--- src/rtl/pb_cond_pkg.sv ---
// rtl/pb_cond_pkg.sv - shared constants and width helpers for the push-button conditioner
// Contents: channel FSM state encoding, counter width helpers.
package pb_cond_pkg;

  localparam logic [1:0] ST_IDLE        = 2'd0;
  localparam logic [1:0] ST_HOLD_DELAY  = 2'd1;
  localparam logic [1:0] ST_HOLD_REPEAT = 2'd2;

  // Bits needed for a counter that runs 0..n-1 (never narrower than 1 bit).
  function automatic int cnt_w(input int n);
    return (n < 2) ? 1 : $clog2(n);
  endfunction

  function automatic int max2(input int a, input int b);
    return (a > b) ? a : b;
  endfunction

endpackage

--- src/rtl/pb_conditioner_if.sv ---
// rtl/pb_conditioner_if.sv - button bundle between raw pins, conditioner and mode selector
// Signals: pb_raw (raw levels), pb_level (debounced), pb_pulse (step requests), pb_chord (lockout).
// master: drives pb_raw, observes conditioned outputs. slave: the conditioner.
interface pb_conditioner_if #(
  parameter int N_BTN = 2
) ();
  logic [N_BTN-1:0] pb_raw;
  logic [N_BTN-1:0] pb_level;
  logic [N_BTN-1:0] pb_pulse;
  logic             pb_chord;

  modport master (output pb_raw, input pb_level, input pb_pulse, input pb_chord);
  modport slave  (input pb_raw, output pb_level, output pb_pulse, output pb_chord);
endinterface

--- src/rtl/pb_debounce_ch.sv ---
// rtl/pb_debounce_ch.sv - one button channel: 2-flop sync, counter debounce, press/repeat FSM
// Ports: tp_clk/tp_rst (clock, async active-high reset), pb_raw (raw pin),
//        level (debounced level, registered), raw_pulse (unmasked press/repeat pulse, registered).
module pb_debounce_ch
  import pb_cond_pkg::*;
#(
  parameter int DEBOUNCE_CYC     = 500000,
  parameter int REPEAT_EN        = 1,
  parameter int REPEAT_DELAY_CYC = 25000000,
  parameter int REPEAT_RATE_CYC  = 10000000,
  parameter int ACTIVE_LOW       = 0
) (
  input  logic tp_clk,
  input  logic tp_rst,
  input  logic pb_raw,
  output logic level,
  output logic raw_pulse
);

  localparam int DB_W = cnt_w(DEBOUNCE_CYC);
  localparam int RP_W = cnt_w(max2(REPEAT_DELAY_CYC, REPEAT_RATE_CYC));
  localparam logic [DB_W-1:0] DB_LAST   = DB_W'(DEBOUNCE_CYC - 1);
  localparam logic [RP_W-1:0] DLY_LAST  = RP_W'(REPEAT_DELAY_CYC - 1);
  localparam logic [RP_W-1:0] RATE_LAST = RP_W'(REPEAT_RATE_CYC - 1);

  logic            in_bit;
  logic            sync1_q, sync1_d;
  logic            sync2_q, sync2_d;
  logic            level_q, level_d;
  logic            pulse_q, pulse_d;
  logic [DB_W-1:0] db_cnt_q, db_cnt_d;
  logic [1:0]      state_q, state_d;
  logic [RP_W-1:0] rp_cnt_q, rp_cnt_d;

  // Polarity is corrected before the synchronizer so reset value 0 is always "released".
  assign in_bit = (ACTIVE_LOW != 0) ? ~pb_raw : pb_raw;

  always_comb begin
    sync1_d  = in_bit;
    sync2_d  = sync1_q;
    level_d  = level_q;
    db_cnt_d = '0;
    if (sync2_q != level_q) begin
      if (db_cnt_q == DB_LAST) begin
        level_d = ~level_q;
      end else begin
        db_cnt_d = db_cnt_q + DB_W'(1);
      end
    end
  end

  // The FSM looks at level_d so the press pulse registers on the same edge as the level.
  always_comb begin
    state_d  = state_q;
    rp_cnt_d = rp_cnt_q;
    pulse_d  = 1'b0;
    if (!level_d) begin
      state_d  = ST_IDLE;
      rp_cnt_d = '0;
    end else begin
      case (state_q)
        ST_IDLE: begin
          state_d  = ST_HOLD_DELAY;
          rp_cnt_d = '0;
          pulse_d  = 1'b1;
        end
        ST_HOLD_DELAY: begin
          if (rp_cnt_q == DLY_LAST) begin
            // Without repeat the counter parks at its terminal value until release.
            if (REPEAT_EN != 0) begin
              state_d  = ST_HOLD_REPEAT;
              rp_cnt_d = '0;
              pulse_d  = 1'b1;
            end
          end else begin
            rp_cnt_d = rp_cnt_q + RP_W'(1);
          end
        end
        ST_HOLD_REPEAT: begin
          if (rp_cnt_q == RATE_LAST) begin
            rp_cnt_d = '0;
            pulse_d  = 1'b1;
          end else begin
            rp_cnt_d = rp_cnt_q + RP_W'(1);
          end
        end
        default: begin
          state_d  = ST_IDLE;
          rp_cnt_d = '0;
        end
      endcase
    end
  end

  always_ff @(posedge tp_clk or posedge tp_rst) begin
    if (tp_rst) begin
      sync1_q  <= 1'b0;
      sync2_q  <= 1'b0;
      level_q  <= 1'b0;
      pulse_q  <= 1'b0;
      db_cnt_q <= '0;
      state_q  <= ST_IDLE;
      rp_cnt_q <= '0;
    end else begin
      sync1_q  <= sync1_d;
      sync2_q  <= sync2_d;
      level_q  <= level_d;
      pulse_q  <= pulse_d;
      db_cnt_q <= db_cnt_d;
      state_q  <= state_d;
      rp_cnt_q <= rp_cnt_d;
    end
  end

  assign level     = level_q;
  assign raw_pulse = pulse_q;

endmodule

--- src/rtl/pb_conditioner.sv ---
// rtl/pb_conditioner.sv - push-button conditioner top: per-channel debounce plus chord lockout
// Ports: tp_clk/tp_rst (clock, async active-high reset), pb (slave side of pb_conditioner_if:
//        pb_raw in, pb_level/pb_pulse/pb_chord out).
module pb_conditioner
  import pb_cond_pkg::*;
#(
  parameter int N_BTN            = 2,
  parameter int DEBOUNCE_CYC     = 500000,
  parameter int REPEAT_EN        = 1,
  parameter int REPEAT_DELAY_CYC = 25000000,
  parameter int REPEAT_RATE_CYC  = 10000000,
  parameter int ACTIVE_LOW       = 0
) (
  input logic              tp_clk,
  input logic              tp_rst,
  pb_conditioner_if.slave  pb
);

  logic [N_BTN-1:0] level_w;
  logic [N_BTN-1:0] raw_pulse_w;
  logic             lockout_q, lockout_d;
  logic             seen, multi;

  for (genvar g = 0; g < N_BTN; g++) begin : g_ch
    pb_debounce_ch #(
      .DEBOUNCE_CYC     (DEBOUNCE_CYC),
      .REPEAT_EN        (REPEAT_EN),
      .REPEAT_DELAY_CYC (REPEAT_DELAY_CYC),
      .REPEAT_RATE_CYC  (REPEAT_RATE_CYC),
      .ACTIVE_LOW       (ACTIVE_LOW)
    ) u_ch (
      .tp_clk    (tp_clk),
      .tp_rst    (tp_rst),
      .pb_raw    (pb.pb_raw[g]),
      .level     (level_w[g]),
      .raw_pulse (raw_pulse_w[g])
    );
  end

  // Lockout sets on any multi-press and holds until every button is released.
  always_comb begin
    seen  = 1'b0;
    multi = 1'b0;
    for (int i = 0; i < N_BTN; i++) begin
      if (level_w[i]) begin
        if (seen) multi = 1'b1;
        seen = 1'b1;
      end
    end
    lockout_d = multi | (lockout_q & (|level_w));
  end

  always_ff @(posedge tp_clk or posedge tp_rst) begin
    if (tp_rst) lockout_q <= 1'b0;
    else        lockout_q <= lockout_d;
  end

  assign pb.pb_level = level_w;
  // Masking with the next lockout value kills the pulse of the button that forms the chord.
  assign pb.pb_pulse = raw_pulse_w & ~{N_BTN{lockout_d}};
  assign pb.pb_chord = lockout_q;

endmodule

--- src/flat_wrapper.sv ---
// flat-port wrapper written by rule: the top's interface ports become plain ports
module pb_conditioner_flat import pb_cond_pkg::*;
#(
  parameter int N_BTN            = 2,
  parameter int DEBOUNCE_CYC     = 500000,
  parameter int REPEAT_EN        = 1,
  parameter int REPEAT_DELAY_CYC = 25000000,
  parameter int REPEAT_RATE_CYC  = 10000000,
  parameter int ACTIVE_LOW       = 0
)
  (tp_clk, tp_rst, pb_pb_raw, pb_pb_level, pb_pb_pulse, pb_pb_chord);
  pb_conditioner_if #(.N_BTN(N_BTN)) pb_i ();
  input logic tp_clk;
  input logic tp_rst;
  input wire logic [$bits(pb_i.pb_raw)-1:0] pb_pb_raw;
  output wire logic [$bits(pb_i.pb_level)-1:0] pb_pb_level;
  output wire logic [$bits(pb_i.pb_pulse)-1:0] pb_pb_pulse;
  output wire logic [$bits(pb_i.pb_chord)-1:0] pb_pb_chord;
  assign pb_i.pb_raw = pb_pb_raw;
  assign pb_pb_level = pb_i.pb_level;
  assign pb_pb_pulse = pb_i.pb_pulse;
  assign pb_pb_chord = pb_i.pb_chord;
  pb_conditioner #(.N_BTN(N_BTN), .DEBOUNCE_CYC(DEBOUNCE_CYC), .REPEAT_EN(REPEAT_EN), .REPEAT_DELAY_CYC(REPEAT_DELAY_CYC), .REPEAT_RATE_CYC(REPEAT_RATE_CYC), .ACTIVE_LOW(ACTIVE_LOW)) u_core (.tp_clk(tp_clk), .tp_rst(tp_rst), .pb(pb_i));
endmodule
--- config.mk ---
export PLATFORM = sky130hd
export DESIGN_NAME = pb_conditioner_flat
export DESIGN_NICKNAME = d
export VERILOG_FILES = /design/src/rtl/pb_cond_pkg.sv /design/src/rtl/pb_conditioner_if.sv /design/src/rtl/pb_debounce_ch.sv /design/src/rtl/pb_conditioner.sv /design/src/flat_wrapper.sv
export SDC_FILE = /design/constraint.sdc
export NUM_CORES = 1
export LEC_CHECK = 0
export CORE_MARGIN = 2
export CORE_UTILIZATION = 62
export CTS_CLUSTER_SIZE = 10
export DETAILED_ROUTE_END_ITERATION = 16
export PLACE_DENSITY = 0.89
export SYNTH_ARGS = -nofsm -noshare
export SYNTH_HDL_FRONTEND = slang
export SYNTH_SLANG_ARGS = --single-unit
--- constraint.sdc ---
create_clock -name tp_clk -period 3.8 [get_ports tp_clk]
set_clock_uncertainty 0.05 [all_clocks]
set_input_delay 0.38 -clock tp_clk [delete_from_list [all_inputs] [get_ports tp_clk]]
set_output_delay 0.38 -clock tp_clk [all_outputs]
set_load 0.05 [all_outputs]
## After elaboration in Yosys (flattened, before gate mapping)

Index checks and enable logic that the tools add are counted.

| storage, ports and cells | value |
|---|---|
| register bits after elaboration | 101 |
| output and inout bits | 5 |
| logic and storage cells | 79 |
| bits of input ports | 4 |

| operators by class | value |
|---|---|
| reduce and logical (&&, ||, !) cells | 5 |
| $add $sub $neg | 4 |
| equal/unequal tests | 16 |
| muxes and demuxes | 33 |
| bitwise logic cells | 6 |

Operators by type and width:

| kind | number |
|---|---|
| 25-bit 2-to-1 mux | 6 |
| 25-bit one-hot mux with 2 select lines | 2 |
| 19-bit 2-to-1 mux | 4 |
| 25-bit by 1-bit adder with 25-bit output (second input constant) | 2 |
| 25-bit by 24-bit == test with 1-bit output (second input constant) | 2 |
| 25-bit == test (second input constant) | 2 |
| 19-bit by 1-bit adder with 19-bit output (second input constant) | 2 |
| 19-bit == test (second input constant) | 2 |
| 1-bit 2-to-1 mux | 13 |
| 2-bit one-hot mux with 3 select lines | 2 |
| 2-bit 2-to-1 mux | 4 |
| 3-bit inequality test (second input constant) | 2 |
| 1-bit one-hot mux with 3 select lines | 2 |
| 2-bit by 1-bit == test with 1-bit output (second input constant) | 2 |
| 2-bit == test (second input constant) | 2 |
| 2-bit zero test | 2 |
| 2-bit inequality test (second input constant) | 2 |
| 2-bit AND reduction | 2 |
| 2-bit AND | 1 |
| 1-bit inequality test | 2 |
| 1-bit NOT | 2 |
| 2-bit NOT | 1 |
| 2-bit OR reduction | 1 |
| 1-bit AND | 1 |
| 1-bit OR | 1 |

## Longest topological paths before layout

| logic depth | value |
|---|---|
| depth after elaboration | 6 |
| gate-level depth with buffers | 7 |
| mapped depth without buffers | 6 |

## By module

Synthesis repeated with hierarchy kept, for this count alone.

| unflattened totals | value |
|---|---|
| cell total of the unflattened synthesis | 513 |
| area, all modules | 5124.9 µm² |

Modules (own cells, without submodules):

| module | cells each | times used | sequential area each (µm²) | area an instance (µm²) |
|---|---|---|---|---|
| pb_debounce_ch | 254 | 2 | 1251.2 | 2536.2 |
| pb_conditioner | 5 | 1 | 25.0 | 52.6 |

## Worst setup path before layout

No wires, ideal clock.

| timing path | value |
|---|---|
| path type | reg2reg |
| start point | reg u_core.g_ch[0].u_ch.db_cnt_q[5] |
| end point | reg u_core.g_ch[0].u_ch.rp_cnt_q[16] |
| clock period less this slack | 2.339 ns |
| library setup time | 0.119 ns |
| stages on the path, launching flop included | 7 |
| data required time | 3.631 ns |
| setup slack | 1.461 ns |
| arrival time | 2.170 ns |
| buffers on the path | 1 |
| cell sequence | dfrtp_1 > or4b_1 > or4_4 > o211a_1 > o22ai_4 > buf_6 > nor2_2 |

| on the way | value |
|---|---|
| cells in the longest elaborated chain, start to end | 4 |

Ends and longest elaborated chain:

| element | RTL line | source |
|---|---|---|
| start, declared | pb_debounce_ch.sv:31 | `logic [DB_W-1:0] db_cnt_q, db_cnt_d;` |
| start signal, assigned | pb_debounce_ch.sv:109 | `db_cnt_q <= db_cnt_d;` |
| 19-bit == test | pb_debounce_ch.sv:44 | `if (db_cnt_q == DB_LAST) begin` |
| 1-bit 2-to-1 mux | pb_debounce_ch.sv:44 |  |
| 1-bit 2-to-1 mux | pb_debounce_ch.sv:43 | `if (sync2_q != level_q) begin` |
| 25-bit 2-to-1 mux | pb_debounce_ch.sv:57 | `if (!level_d) begin` |
| named net u_core.g_ch[0].u_ch.rp_cnt_d[16] | pb_debounce_ch.sv:33 | `logic [RP_W-1:0] rp_cnt_q, rp_cnt_d;` |
| end signal, assigned | pb_debounce_ch.sv:111 | `rp_cnt_q <= rp_cnt_d;` |
| end, declared | pb_debounce_ch.sv:33 |  |

The timed path passes the listed nets, and every way through them passes these cells.
A chain may end at the register's enable or synchronous reset.

## Final worst setup path

| timing path | value |
|---|---|
| start point | reg u_core.g_ch[0].u_ch.db_cnt_q[5] |
| end point | reg u_core.g_ch[0].u_ch.rp_cnt_q[24] |

The elaborated chain is that of the path after synthesis.

==> flow_results.xml <==
<?xml version="1.0" encoding="UTF-8"?>
<metrics>
  <group name="sta">
    <metric name="final-max-slew-violation-count" unit="">0</metric>
    <metric name="final_min_period_over_clock_period" unit="%">74.56</metric>
    <metric name="final_hold_viols" unit="">0</metric>
    <metric name="hold_slack" unit="ps">306.0</metric>
    <metric name="layout_setup_ws" unit="ps">966.9</metric>
    <metric name="fmax" unit="MHz">353.0</metric>
    <metric name="worst-slew-pin-transition" unit="ps">1138</metric>
    <metric name="rsz0062_at_grt" unit="">no</metric>
    <metric name="setup_viol_count_final" unit="">0</metric>
    <metric name="slew-limit-headroom" unit="%">23.41</metric>
    <metric name="post-route-min-period" unit="ps">2833</metric>
    <metric name="fin_setup_tns" unit="ps">0</metric>
  </group>
  <group name="power">
    <metric name="cell_leakage_power" unit="nW">2.226</metric>
    <metric name="power-per-cell-area" unit="nW/µm²">345.0</metric>
    <metric name="total_power" unit="mW">1.946</metric>
    <metric name="peakVddDrop" unit="mV">0.2005</metric>
  </group>
  <group name="final_layout">
    <metric name="design.final.nets" unit="">558</metric>
    <metric name="final_layout_size_suffix_gt1_share" unit="%">10.46</metric>
    <metric name="fin_area" unit="µm²">5640</metric>
    <metric name="n_antenna_cell" unit="">0</metric>
    <metric name="final_core_utilization" unit="%">68.99</metric>
    <metric name="fin_cells" unit="">650</metric>
    <metric name="fillerInstances" unit="">586</metric>
    <metric name="area_growth" unit="%">8.054</metric>
  </group>
  <group name="status">
    <metric name="status" unit="">complete, no violations</metric>
  </group>
  <group name="clock_network">
    <metric name="tritoncts.num_buffers" unit="">9</metric>
    <metric name="cts_root_buf" unit="">clkbuf_8</metric>
    <metric name="worst_path_clk_slew" unit="ps">90</metric>
    <metric name="cts.sink_count" unit="">101</metric>
    <metric name="cts_resized" unit="">0</metric>
    <metric name="clock_latency" unit="ps">370</metric>
    <metric name="clock_tree.htree_level_count" unit="">3</metric>
    <metric name="cts_post_setup_buffers_inserted" unit="">0</metric>
    <metric name="cts.path.max_buffers" unit="">2</metric>
    <metric name="tritoncts" unit="">built</metric>
    <metric name="postCtsHoldBufs" unit="">0</metric>
  </group>
  <group name="route">
    <metric name="drt-total-wl" unit="mm">9.984</metric>
    <metric name="routed_via_density" unit="">5.912</metric>
    <metric name="dr.max_layer_used" unit="">met4</metric>
    <metric name="drt_drc_violations_left" unit="">0</metric>
    <metric name="met3_wirelength_from_detailed_routing" unit="µm">442</metric>
    <metric name="post_drt_wl_per_cell" unit="µm">15.36</metric>
    <metric name="met2RoutedLength" unit="mm">5.056</metric>
    <metric name="route.vias.total" unit="">3843</metric>
    <metric name="wirelength_met1" unit="mm">4.305</metric>
    <metric name="drt_pass1_iterations" unit="">5</metric>
    <metric name="drt_iter0_drc" unit="">205</metric>
    <metric name="antenna_violating_nets_post_route" unit="">0</metric>
  </group>
  <group name="placement">
    <metric name="placed_cells" unit="">634</metric>
    <metric name="place.port_buffers" unit="">8</metric>
    <metric name="dp.final_hpwl" unit="mm">6.870</metric>
    <metric name="weighted_congestion_at_the_end_of_routability_driven_global_placement" unit="">0.8867</metric>
    <metric name="detailed_place.area" unit="µm²">5395</metric>
    <metric name="place_ws" unit="ps">981.3</metric>
  </group>
  <group name="global_route">
    <metric name="grt_start_max_net_pins" unit="">65</metric>
    <metric name="overflow" unit="">0</metric>
    <metric name="number_of_antenna_violations_at_the_first_check_in_global_routing" unit="">0</metric>
    <metric name="grt_use_total" unit="%">23.87</metric>
    <metric name="grt_pass1_vias" unit="">3817</metric>
    <metric name="grt_first_pass_wirelength" unit="mm">17.13</metric>
  </group>
  <group name="floorplanning">
    <metric name="placementRows" unit="">33</metric>
    <metric name="fp.dieW" unit="µm">95.76</metric>
    <metric name="count_of_pins_on_the_block_boundary" unit="">9</metric>
    <metric name="initial_core_util" unit="%">63.85</metric>
    <metric name="core_region_area" unit="µm²">8175</metric>
    <metric name="die_area" unit="µm²">9169</metric>
    <metric name="die_height" unit="µm">95.76</metric>
  </group>
  <group name="worst_setup_path">
    <metric name="cp.required" unit="ps">3970</metric>
    <metric name="endpoint_kind" unit="">register</metric>
    <metric name="cpMaxStageDelayCell" unit="">o22ai_4</metric>
    <metric name="cp_max_fo" unit="">24</metric>
    <metric name="worst_endpoint_data_arrival_time" unit="ps">3000</metric>
    <metric name="crit_chain" unit="">or4b_1, or4_4, o211a_1, o22ai_4, nor2_1</metric>
    <metric name="max_stage_delay" unit="ps">710</metric>
    <metric name="cp_bufs_invs" unit="">0</metric>
    <metric name="worst_setup_path_start_kind" unit="">register</metric>
    <metric name="setup.worst_path.class" unit="">register to register</metric>
    <metric name="path_delay_family" unit="">simple AND/OR/NAND/NOR gates</metric>
  </group>
  <group name="yosys">
    <metric name="syn-instance-count" unit="">528</metric>
    <metric name="top_post_synthesis_cells_by_area" unit="">dfrtp_1, xnor2_1, xor2_1</metric>
    <metric name="ys_async_sr_fraction" unit="%">100.0</metric>
    <metric name="synth.avg_cell_area" unit="µm²">9.886</metric>
    <metric name="post_synth_top_area_share" unit="%">48.42</metric>
    <metric name="netlist.top_cell.by_area" unit="">dfrtp_1</metric>
    <metric name="synth-edff-count" unit="">0</metric>
    <metric name="synth.most_common_cell" unit="">dfrtp_1</metric>
    <metric name="ys.flop_type" unit="">dfrtp_1</metric>
    <metric name="synth.lib_cells_used.distinct" unit="">49</metric>
    <metric name="post_synth_instance_area" unit="µm²">5220</metric>
    <metric name="synth_top_cells_by_count" unit="">dfrtp_1, nor2_1, xnor2_1</metric>
    <metric name="syn-num-nets" unit="">546</metric>
    <metric name="synth-seq-area-share" unit="%">48.42</metric>
    <metric name="synth_warnings" unit="">0</metric>
    <metric name="synth.ff_latch_count" unit="">101</metric>
  </group>
  <group name="job">
    <metric name="maxcap_violations" unit="">0</metric>
  </group>
  <group name="worst_hold_path">
    <metric name="hold_class" unit="">register to register</metric>
  </group>
</metrics>
## placed cells by master (no fill, tap or decap), types with 16 or more instances in the layout
cell,count
xor2_1,37
nand2_1,36
nor4_1,16
dfrtp_1,101
nor2_1,84
nand4_1,22
inv_1,18
xnor2_1,44
nor2_2,20
nor3_1,17
nand3_1,33
## cells by family after synthesis
kind of cell	Yosys count	synth area share, %
and+or+nand+nor	275	27.49
AOI/OAI and AO/OA	24	3.883
buffers and inverters	30	2.684
muxes	2	0.3835
xor gates and xnor gates	81	13.59
adders and majority gates	15	3.548
DFF	101	48.42
## report_power, final
part	switching (mW)	total [mW]	internal [mW]
sequential	0.00695	1.09	1.08
combinational	0.0313	0.0412	0.00986
clock	0.376	0.816	0.441
## flip-flops by register name (all words and copies together) (netlist names)
signal	cells
u_core.pb.pb_chord	1
u_core.g_ch.u_ch.rp_cnt_q	50
u_core.g_ch.u_ch.raw_pulse	2
u_core.g_ch.u_ch.sync1_q	2
u_core.g_ch.u_ch.level	2
u_core.g_ch.u_ch.sync2_q	2
u_core.g_ch.u_ch.db_cnt_q	38
u_core.g_ch.u_ch.state_q	4
## metal layers
layer	vias up	track usage, %
li1	1843	-
met1	1871	29.98
met2	109	39.92
met3	20	6.186
met4	0	8.810
met5	-	0
## path summary, 6_finish.rpt
path / from / to / slack (ps) / depth (start not counted)
max reg2reg: u_core.g_ch[0].u_ch.db_cnt_q[5]$_DFF_PP0_ / u_core.g_ch[0].u_ch.rp_cnt_q[24]$_DFF_PP0_ / 970 / 5
min: u_core.g_ch[0].u_ch.sync1_q$_DFF_PP0_ / u_core.g_ch[0].u_ch.sync2_q$_DFF_PP0_ / 310 / 0
min in group asynchronous: tp_rst / u_core.g_ch[0].u_ch.rp_cnt_q[7]$_DFF_PP0_ / 450 / 2
max in group asynchronous: tp_rst / u_core.g_ch[1].u_ch.rp_cnt_q[11]$_DFF_PP0_ / 2480 / 3
min reg2reg: u_core.g_ch[0].u_ch.sync1_q$_DFF_PP0_ / u_core.g_ch[0].u_ch.sync2_q$_DFF_PP0_ / 310 / 0
max: u_core.g_ch[0].u_ch.db_cnt_q[5]$_DFF_PP0_ / u_core.g_ch[0].u_ch.rp_cnt_q[24]$_DFF_PP0_ / 970 / 5
## cell type report
cell class	instances	area [µm²]	area share [%]
inverter	19	73.82	1.309
clock buffer	9	123.9	2.196
sequential	101	2527	44.81
clock inverter	7	121.4	2.152
timing repair buffer	12	110.1	1.952
multi-input combinational	397	2552	45.25
tap	105	131.4	2.329
Note: power is estimated with default switching activity, not from simulation.
